### src/rtl/uart_tx_fifo.sv
`default_nettype none
// +--------------------------------------------------------------------------+
// | Module   : uart_tx_fifo                                                  |
// | Purpose  : FIFO-buffered UART transmitter with parity and stop options.   |
// |            Optional line break generation when UART_TX_BREAK_EN defined. |
// | Revision : 1.0                                                           |
// +--------------------------------------------------------------------------+
module uart_tx_fifo #(
  parameter int C_CLK_FRQ         = 100_000_000,
  parameter int C_UART_RATE       = 1_000_000,
  parameter int C_UART_DATA_WIDTH = 8,
  parameter int C_UART_PARITY     = 0,
  parameter int C_UART_STOP       = 1,
  parameter int C_FIFO_DEPTH      = 16
) (
  input  logic                                clk,
  input  logic                                rst,
  input  logic [C_UART_DATA_WIDTH-1:0]        data,
  input  logic                                data_valid,
  output logic                                data_ready,
  input  logic                                brk,
  output logic [$clog2(C_FIFO_DEPTH+1)-1:0]   fifo_count,
  output logic                                busy,
  output logic                                tx
);

  localparam int c_BIT_PERIOD = (C_CLK_FRQ + C_UART_RATE / 2) / C_UART_RATE;
  localparam int c_CNT_W      = (c_BIT_PERIOD > 1) ? $clog2(c_BIT_PERIOD) : 1;
  localparam int c_PTR_W      = $clog2(C_FIFO_DEPTH);
  localparam int c_FCNT_W     = $clog2(C_FIFO_DEPTH + 1);
  localparam int c_IDX_W      = 4;

  localparam logic [c_CNT_W-1:0]  c_CNT_LAST  = c_CNT_W'(c_BIT_PERIOD - 1);
  localparam logic [c_IDX_W-1:0]  c_DATA_LAST = c_IDX_W'(C_UART_DATA_WIDTH - 1);
  localparam logic [c_IDX_W-1:0]  c_STOP_LAST = c_IDX_W'(C_UART_STOP - 1);
  localparam logic [c_FCNT_W-1:0] c_FULL      = c_FCNT_W'(C_FIFO_DEPTH);
  localparam logic                c_HAS_PAR   = (C_UART_PARITY != 0);
  localparam logic                c_ODD       = (C_UART_PARITY == 2);

  typedef enum logic [2:0] {
    ST_IDLE   = 3'd0,
    ST_START  = 3'd1,
    ST_DATA   = 3'd2,
    ST_PARITY = 3'd3,
    ST_STOP   = 3'd4,
    ST_BREAK  = 3'd5,
    ST_MARK   = 3'd6
  } state_t;

  // FIFO storage and bookkeeping
  logic [C_UART_DATA_WIDTH-1:0] r_mem [C_FIFO_DEPTH];
  logic [c_PTR_W-1:0]           r_wrPtr;
  logic [c_PTR_W-1:0]           r_rdPtr;
  logic [c_FCNT_W-1:0]          r_count;
  logic                         w_push;
  logic                         w_pop;
  logic                         w_empty;
  logic [C_UART_DATA_WIDTH-1:0] w_popWord;

  // Serializer state
  state_t                       r_state;
  state_t                       w_nState;
  logic [c_CNT_W-1:0]           r_cnt;
  logic [c_CNT_W-1:0]           w_nCnt;
  logic [c_IDX_W-1:0]           r_idx;
  logic [c_IDX_W-1:0]           w_nIdx;
  logic [C_UART_DATA_WIDTH-1:0] r_shift;
  logic [C_UART_DATA_WIDTH-1:0] w_nShift;
  logic                         r_parity;
  logic                         w_nParity;
  logic                         r_tx;
  logic                         w_nTx;
  logic                         w_bitEnd;
  logic                         w_nextFrame;
  logic                         w_brkGo;
  logic                         w_brkReq;

`ifdef UART_TX_BREAK_EN
  assign w_brkReq = brk;
`else
  logic w_unusedBrk;
  assign w_unusedBrk = brk;
  assign w_brkReq    = 1'b0;
`endif

  assign w_empty    = (r_count == '0);
  assign data_ready = (r_count != c_FULL);
  assign w_push     = data_valid & data_ready;
  assign w_popWord  = r_mem[r_rdPtr];
  assign w_bitEnd   = (r_cnt == c_CNT_LAST);

  assign fifo_count = r_count;
  assign busy       = (r_state != ST_IDLE) | (r_count != '0);
  assign tx         = r_tx;

  always_ff @(posedge clk) begin
    if (w_push) begin
      r_mem[r_wrPtr] <= data;
    end
  end

  always_ff @(posedge clk) begin
    if (rst) begin
      r_wrPtr <= '0;
      r_rdPtr <= '0;
      r_count <= '0;
    end else begin
      if (w_push) begin
        r_wrPtr <= r_wrPtr + c_PTR_W'(1);
      end
      if (w_pop) begin
        r_rdPtr <= r_rdPtr + c_PTR_W'(1);
      end
      r_count <= r_count + c_FCNT_W'(w_push) - c_FCNT_W'(w_pop);
    end
  end

  always_ff @(posedge clk) begin
    if (rst) begin
      r_state  <= ST_IDLE;
      r_cnt    <= '0;
      r_idx    <= '0;
      r_shift  <= '0;
      r_parity <= 1'b0;
      r_tx     <= 1'b1;
    end else begin
      r_state  <= w_nState;
      r_cnt    <= w_nCnt;
      r_idx    <= w_nIdx;
      r_shift  <= w_nShift;
      r_parity <= w_nParity;
      r_tx     <= w_nTx;
    end
  end

  // tx is computed one step ahead so the line only moves on bit boundaries
  always_comb begin
    w_nState    = r_state;
    w_nCnt      = '0;
    w_nIdx      = r_idx;
    w_nShift    = r_shift;
    w_nParity   = r_parity;
    w_nTx       = r_tx;
    w_pop       = 1'b0;
    w_nextFrame = 1'b0;
    w_brkGo     = 1'b0;

    case (r_state)
      ST_IDLE: begin
        w_nextFrame = 1'b1;
        w_brkGo     = w_brkReq;
      end
      ST_START: begin
        if (w_bitEnd) begin
          w_nState = ST_DATA;
          w_nIdx   = '0;
          w_nTx    = r_shift[0];
          w_nShift = r_shift >> 1;
        end else begin
          w_nCnt = r_cnt + c_CNT_W'(1);
        end
      end
      ST_DATA: begin
        if (w_bitEnd) begin
          if (r_idx == c_DATA_LAST) begin
            if (c_HAS_PAR) begin
              w_nState = ST_PARITY;
              w_nTx    = r_parity;
            end else begin
              w_nState = ST_STOP;
              w_nIdx   = '0;
              w_nTx    = 1'b1;
            end
          end else begin
            w_nIdx   = r_idx + c_IDX_W'(1);
            w_nTx    = r_shift[0];
            w_nShift = r_shift >> 1;
          end
        end else begin
          w_nCnt = r_cnt + c_CNT_W'(1);
        end
      end
      ST_PARITY: begin
        if (w_bitEnd) begin
          w_nState = ST_STOP;
          w_nIdx   = '0;
          w_nTx    = 1'b1;
        end else begin
          w_nCnt = r_cnt + c_CNT_W'(1);
        end
      end
      ST_STOP: begin
        if (w_bitEnd) begin
          if (r_idx == c_STOP_LAST) begin
            w_nextFrame = 1'b1;
            w_brkGo     = w_brkReq;
          end else begin
            w_nIdx = r_idx + c_IDX_W'(1);
          end
        end else begin
          w_nCnt = r_cnt + c_CNT_W'(1);
        end
      end
`ifdef UART_TX_BREAK_EN
      ST_BREAK: begin
        if (!brk) begin
          w_nState = ST_MARK;
          w_nTx    = 1'b1;
        end
      end
      ST_MARK: begin
        if (w_bitEnd) begin
          w_nextFrame = 1'b1;
        end else begin
          w_nCnt = r_cnt + c_CNT_W'(1);
        end
      end
`endif
      default: begin
        w_nState = ST_IDLE;
        w_nTx    = 1'b1;
      end
    endcase

    // Frame boundary: break takes priority, otherwise launch the next word with no gap
    if (w_nextFrame) begin
      if (w_brkGo) begin
        w_nState = ST_BREAK;
        w_nTx    = 1'b0;
      end else if (!w_empty) begin
        w_pop     = 1'b1;
        w_nState  = ST_START;
        w_nShift  = w_popWord;
        w_nParity = (^w_popWord) ^ c_ODD;
        w_nTx     = 1'b0;
      end else begin
        w_nState = ST_IDLE;
        w_nTx    = 1'b1;
      end
    end
  end

endmodule
`default_nettype wire

### config.mk
export PLATFORM = sky130hd
export DESIGN_NAME = uart_tx_fifo
export DESIGN_NICKNAME = d
export VERILOG_FILES = /design/src/rtl/uart_tx_fifo.sv
export SDC_FILE = /design/constraint.sdc
export NUM_CORES = 1
export LEC_CHECK = 0
export BUFFER_PORTS_ARGS = -buffer_cell sky130_fd_sc_hd__buf_2
export CAP_MARGIN = 20
export CORE_AREA = 8 8 150 152
export CTS_BUF_LIST = sky130_fd_sc_hd__clkbuf_4
export DETAILED_ROUTE_END_ITERATION = 10
export DIE_AREA = 0 0 158 160
export GPL_ROUTABILITY_DRIVEN = 1
export HOLD_SLACK_MARGIN = 0.08
export PLACE_DENSITY = 0.47
export RECOVER_POWER = 100
export SLEW_MARGIN = 20
export SYNTH_ARGS = -nofsm -noshare
export SYNTH_HDL_FRONTEND = slang
export SYNTH_SLANG_ARGS = --single-unit
export TNS_END_PERCENT = 10
### constraint.sdc
create_clock -name clk -period 4.3 [get_ports clk]
set_input_delay 0.645 -clock clk [delete_from_list [all_inputs] [get_ports clk]]
set_output_delay 0.645 -clock clk [all_outputs]
set_load 0.01 [all_outputs]
==> results.toml <==
[worst_setup_path]
setup.worst_path.start_class = "flop"
crit_chain = "ha_1, or4b_1, o31ai_4, nand2_4, nand2_1, nand2_1, ha_1, fa_1, a21oi_1, nor2_1, nor2_1, xnor2_1, nor2_1"
path_buf_inv = 0
worstSetupPathType = "flop to flop"
endpoint_kind = "flop"
worstPathArrival_ns = 3.69
critPathMaxFanout = 14
crit_path_max_incr_delay_ns = 0.53
critPathTopFamily = "simple AND/OR/NAND/NOR gates"
worstPathRequired_ns = 4.73
cp_common_cell = "nor2_1"
crit_slowest_cell = "or4b_1"

[final_layout]
drive_gt1_share_pct = 20.43
multi_input_area_um2 = 2118
nNetsFinal = 478
seq_area_um2 = 4648
utilization_pct = 37.51
area_delta_synth_final_pct = 8.585
fillers = 1963
n_antenna_cell = 0

[global_routing]
grt_start_max_net_pins = 33
grt_pass1_wl_mm = 21.27
gr-usage-all-layers_pct = 11.39
grt_overflow = 0
grt_pass1_vias = 3804
antenna_found_initial = 0

[cts]
clockBufferDepth = 2
path_clk_slew_ns = 0.14
cts_resized = 0
cts_setup_buffers = 0
root_buffer = "clkbuf_4"
cts_tree = "yes"
clock-sinks = 168
clock_latency_ns = 0.55
htree_num_levels = 4
numCtsBuffers = 17
ctsHoldBuffers = 0

[synthesis]
ys.flop_type = "edfxtp_1"
yosysSeqAreaShare_pct = 67.09
synthArstFlopShare_pct = 0
yosysTopAreaCellShare_pct = 55.52
ys_top_cells_by_area = "edfxtp_1 56%, dfxtp_1 12%, mux4_2 10%, ha_1 2.3%, nor2_1 2.3%"
synth.distinct_cells = 57
syn-num-nets = 460
synth_edf_count = 128
synth_area_um2 = 6923
avgSynthCellArea_um2 = 15.95
synth_warnings = 0
ys_ff_latch = 168
synth_top_cell_by_area = "edfxtp_1"
syn_inst = 434

[detailed_routing]
met3_length_um = 471
top_layer_used = "met4"
wirelength_mm = 13.41
final_antenna_net_count = 0
drc = 0
drt_iter0_drc = 182
vias_per_cell = 4.916
firstDrtPassIters = 4
dr_wl_met2_mm = 6.437
wl_per_cell_um = 18.24
wl_met1_mm = 6.355
num_vias = 3613

[floorplanning]
die_w_um = 158
die_area_um2 = 25280
start_util_pct = 34.55
die_h_um = 160
pin_count = 20
fp-row-count = 52
coreArea_um2 = 20040

[timing]
setup_viol = 0
slew_headroom_pct = -5.022
fin_crit_sh_pct = 75.90
skew_ns = 0.01884
slew_violations = 18
min_period_ns = 3.264
worstMarginPinSlew_ns = 1.563
tns_ns = 0
max_clock_freq_ghz = 0.3064
grt_setup_unrepaired = "false"
hold_viol_final = 0

[run]
maxCapViolCount = 2

[status]
violations = "capacitance limit, slew limit"
status = "finished with violations"

[pwr]
power_mw = 3.829
p_leak_nw = 2.324
power_density_nw_per_um2 = 509.4
peakVddDrop_v = 0.0002241

[worst_hold_path]
holdCritPathClass = "flop to flop"

[place]
portBuffers = 18
dp_hpwl_mm = 8.575
gp_congestion = 0.7277
==> metrics by stage <==
stage               instance area (µm²)  setup slack, ns  instances  hold WS [ns]
floorplan                          6923            1.319        434        0.4132
global placement                   7284            1.058        703        0.4250
detailed placement                 7284            1.001        703        0.4329
CTS                                7575           0.9782        735        0.3865
global route                       7517           0.7444        735        0.4779
finish                             7517            1.036        735        0.4524
==> area by class of cell <==
type                       instances  share of cell area (%)
clock buffer                      17                   1.698
clock inverter                    15                   2.164
inverter                          13                  0.6491
multi-input combinational        233                   28.18
sequential                       168                   61.83
tap                              270                   4.494
timing repair buffer              19                  0.9820
==> cells in the mapped netlist, drive strengths merged (2+ instances only) <==
cell type	n
a211oi	3
a21oi	11
a311oi	6
and3	3
buf	11
clkbuf	9
dfxtp	40
edfxtp	128
ha	13
inv	13
mux2	14
mux2i	4
mux4	32
nand2	27
nand2b	3
nand3	11
nor2	44
nor2b	5
nor3	5
nor4b	2
o21ai	2
o22ai	8
o31ai	2
or2	2
xnor2	9
xor2	8
==> power by group <==
group          total (mW)  switching (mW)  leakage (nW)  internal [mW]
clock network       0.916           0.604         0.155          0.312
logic               0.858           0.411         0.685          0.447
registers            2.05           0.183          1.48           1.87
==> metal layers <==
metal	vias up	track usage, %
met5	-	0
met4	0	3.516
met3	11	3.293
met2	44	17.89
met1	1860	14.91
li1	1698	-
==> registers in the layout, indices dropped and copies added (netlist names), named ones only <==
name	cells
r_wrPtr	4
fifo_count	5
r_idx	4
r_shift	8
r_cnt	7
r_state	3
r_rdPtr	4
tx	1
r_mem	128
==> cells by family (layout without fill, tap and decap cells) <==
group                      count (synthesis)  count (layout)  share of synthesized area [%]
AOI/OAI and AO/OA                         42              42                          5.043
xor gates and xnor gates                  17              17                          2.151
adders and majority gates                 14              14                          2.639
buffers and inverters                     33              64                          2.042
DFF                                      168             168                          67.09
muxes                                     50              50                          13.27
and+or+nand+nor                          110             110                          7.772
==> path summary, 6_finish.rpt <==
path	start	end	slack, ns	depth (start not counted)
worst max-delay path	r_cnt[0]	fifo_count[4]	1.04	13
worst min-delay path	r_cnt[0]	r_cnt[0]	0.45	1
worst max register to register	r_cnt[0]	fifo_count[4]	1.04	13
worst min register to register	r_cnt[0]	r_cnt[0]	0.45	1
==> worst reg2reg max path, cell delays in order, from the launching register on <==
cell	delay, ns
dfxtp_1	0.37
ha_1	0.22
or4b_1	0.53
o31ai_4	0.47
nand2_4	0.23
nand2_1	0.13
nand2_1	0.06
ha_1	0.21
fa_1	0.42
a21oi_1	0.16
nor2_1	0.05
nor2_1	0.11
xnor2_1	0.13
nor2_1	0.05
==> cell usage in the layout (no fill, tap or decap), types with 2 or more instances in the layout <==
| cell type | netlist | routed |
|---|---|---|
| nor2_1 | 43 | 44 |
| xnor2_1 | 9 | 9 |
| clkbuf_1 | 8 | 17 |
| mux2i_1 | 4 | 4 |
| edfxtp_1 | 128 | 128 |
| dfxtp_1 | 40 | 37 |
| a21oi_1 | 10 | 11 |
| mux4_2 | 32 | 32 |
| clkbuf_4 | 0 | 17 |
| nand3_1 | 10 | 10 |
| and3_1 | 2 | 2 |
| ha_1 | 13 | 13 |
| nor2b_1 | 5 | 5 |
| nand2b_1 | 3 | 3 |
| a311oi_2 | 6 | 6 |
| xor2_1 | 8 | 8 |
| o21ai_0 | 2 | 2 |
| inv_1 | 13 | 13 |
| nand2_1 | 26 | 26 |
| a211oi_1 | 2 | 3 |
| nor3_1 | 5 | 5 |
| clkinv_8 | 0 | 2 |
| dfxtp_2 | 0 | 3 |
| mux2_2 | 14 | 14 |
| inv_8 | 0 | 2 |
| o22ai_1 | 8 | 8 |
| nor4b_1 | 2 | 2 |
| buf_2 | 4 | 2 |
| inv_6 | 0 | 5 |
| clkinv_4 | 0 | 2 |
No activity file was read; power rests on OpenSTA's default activity.
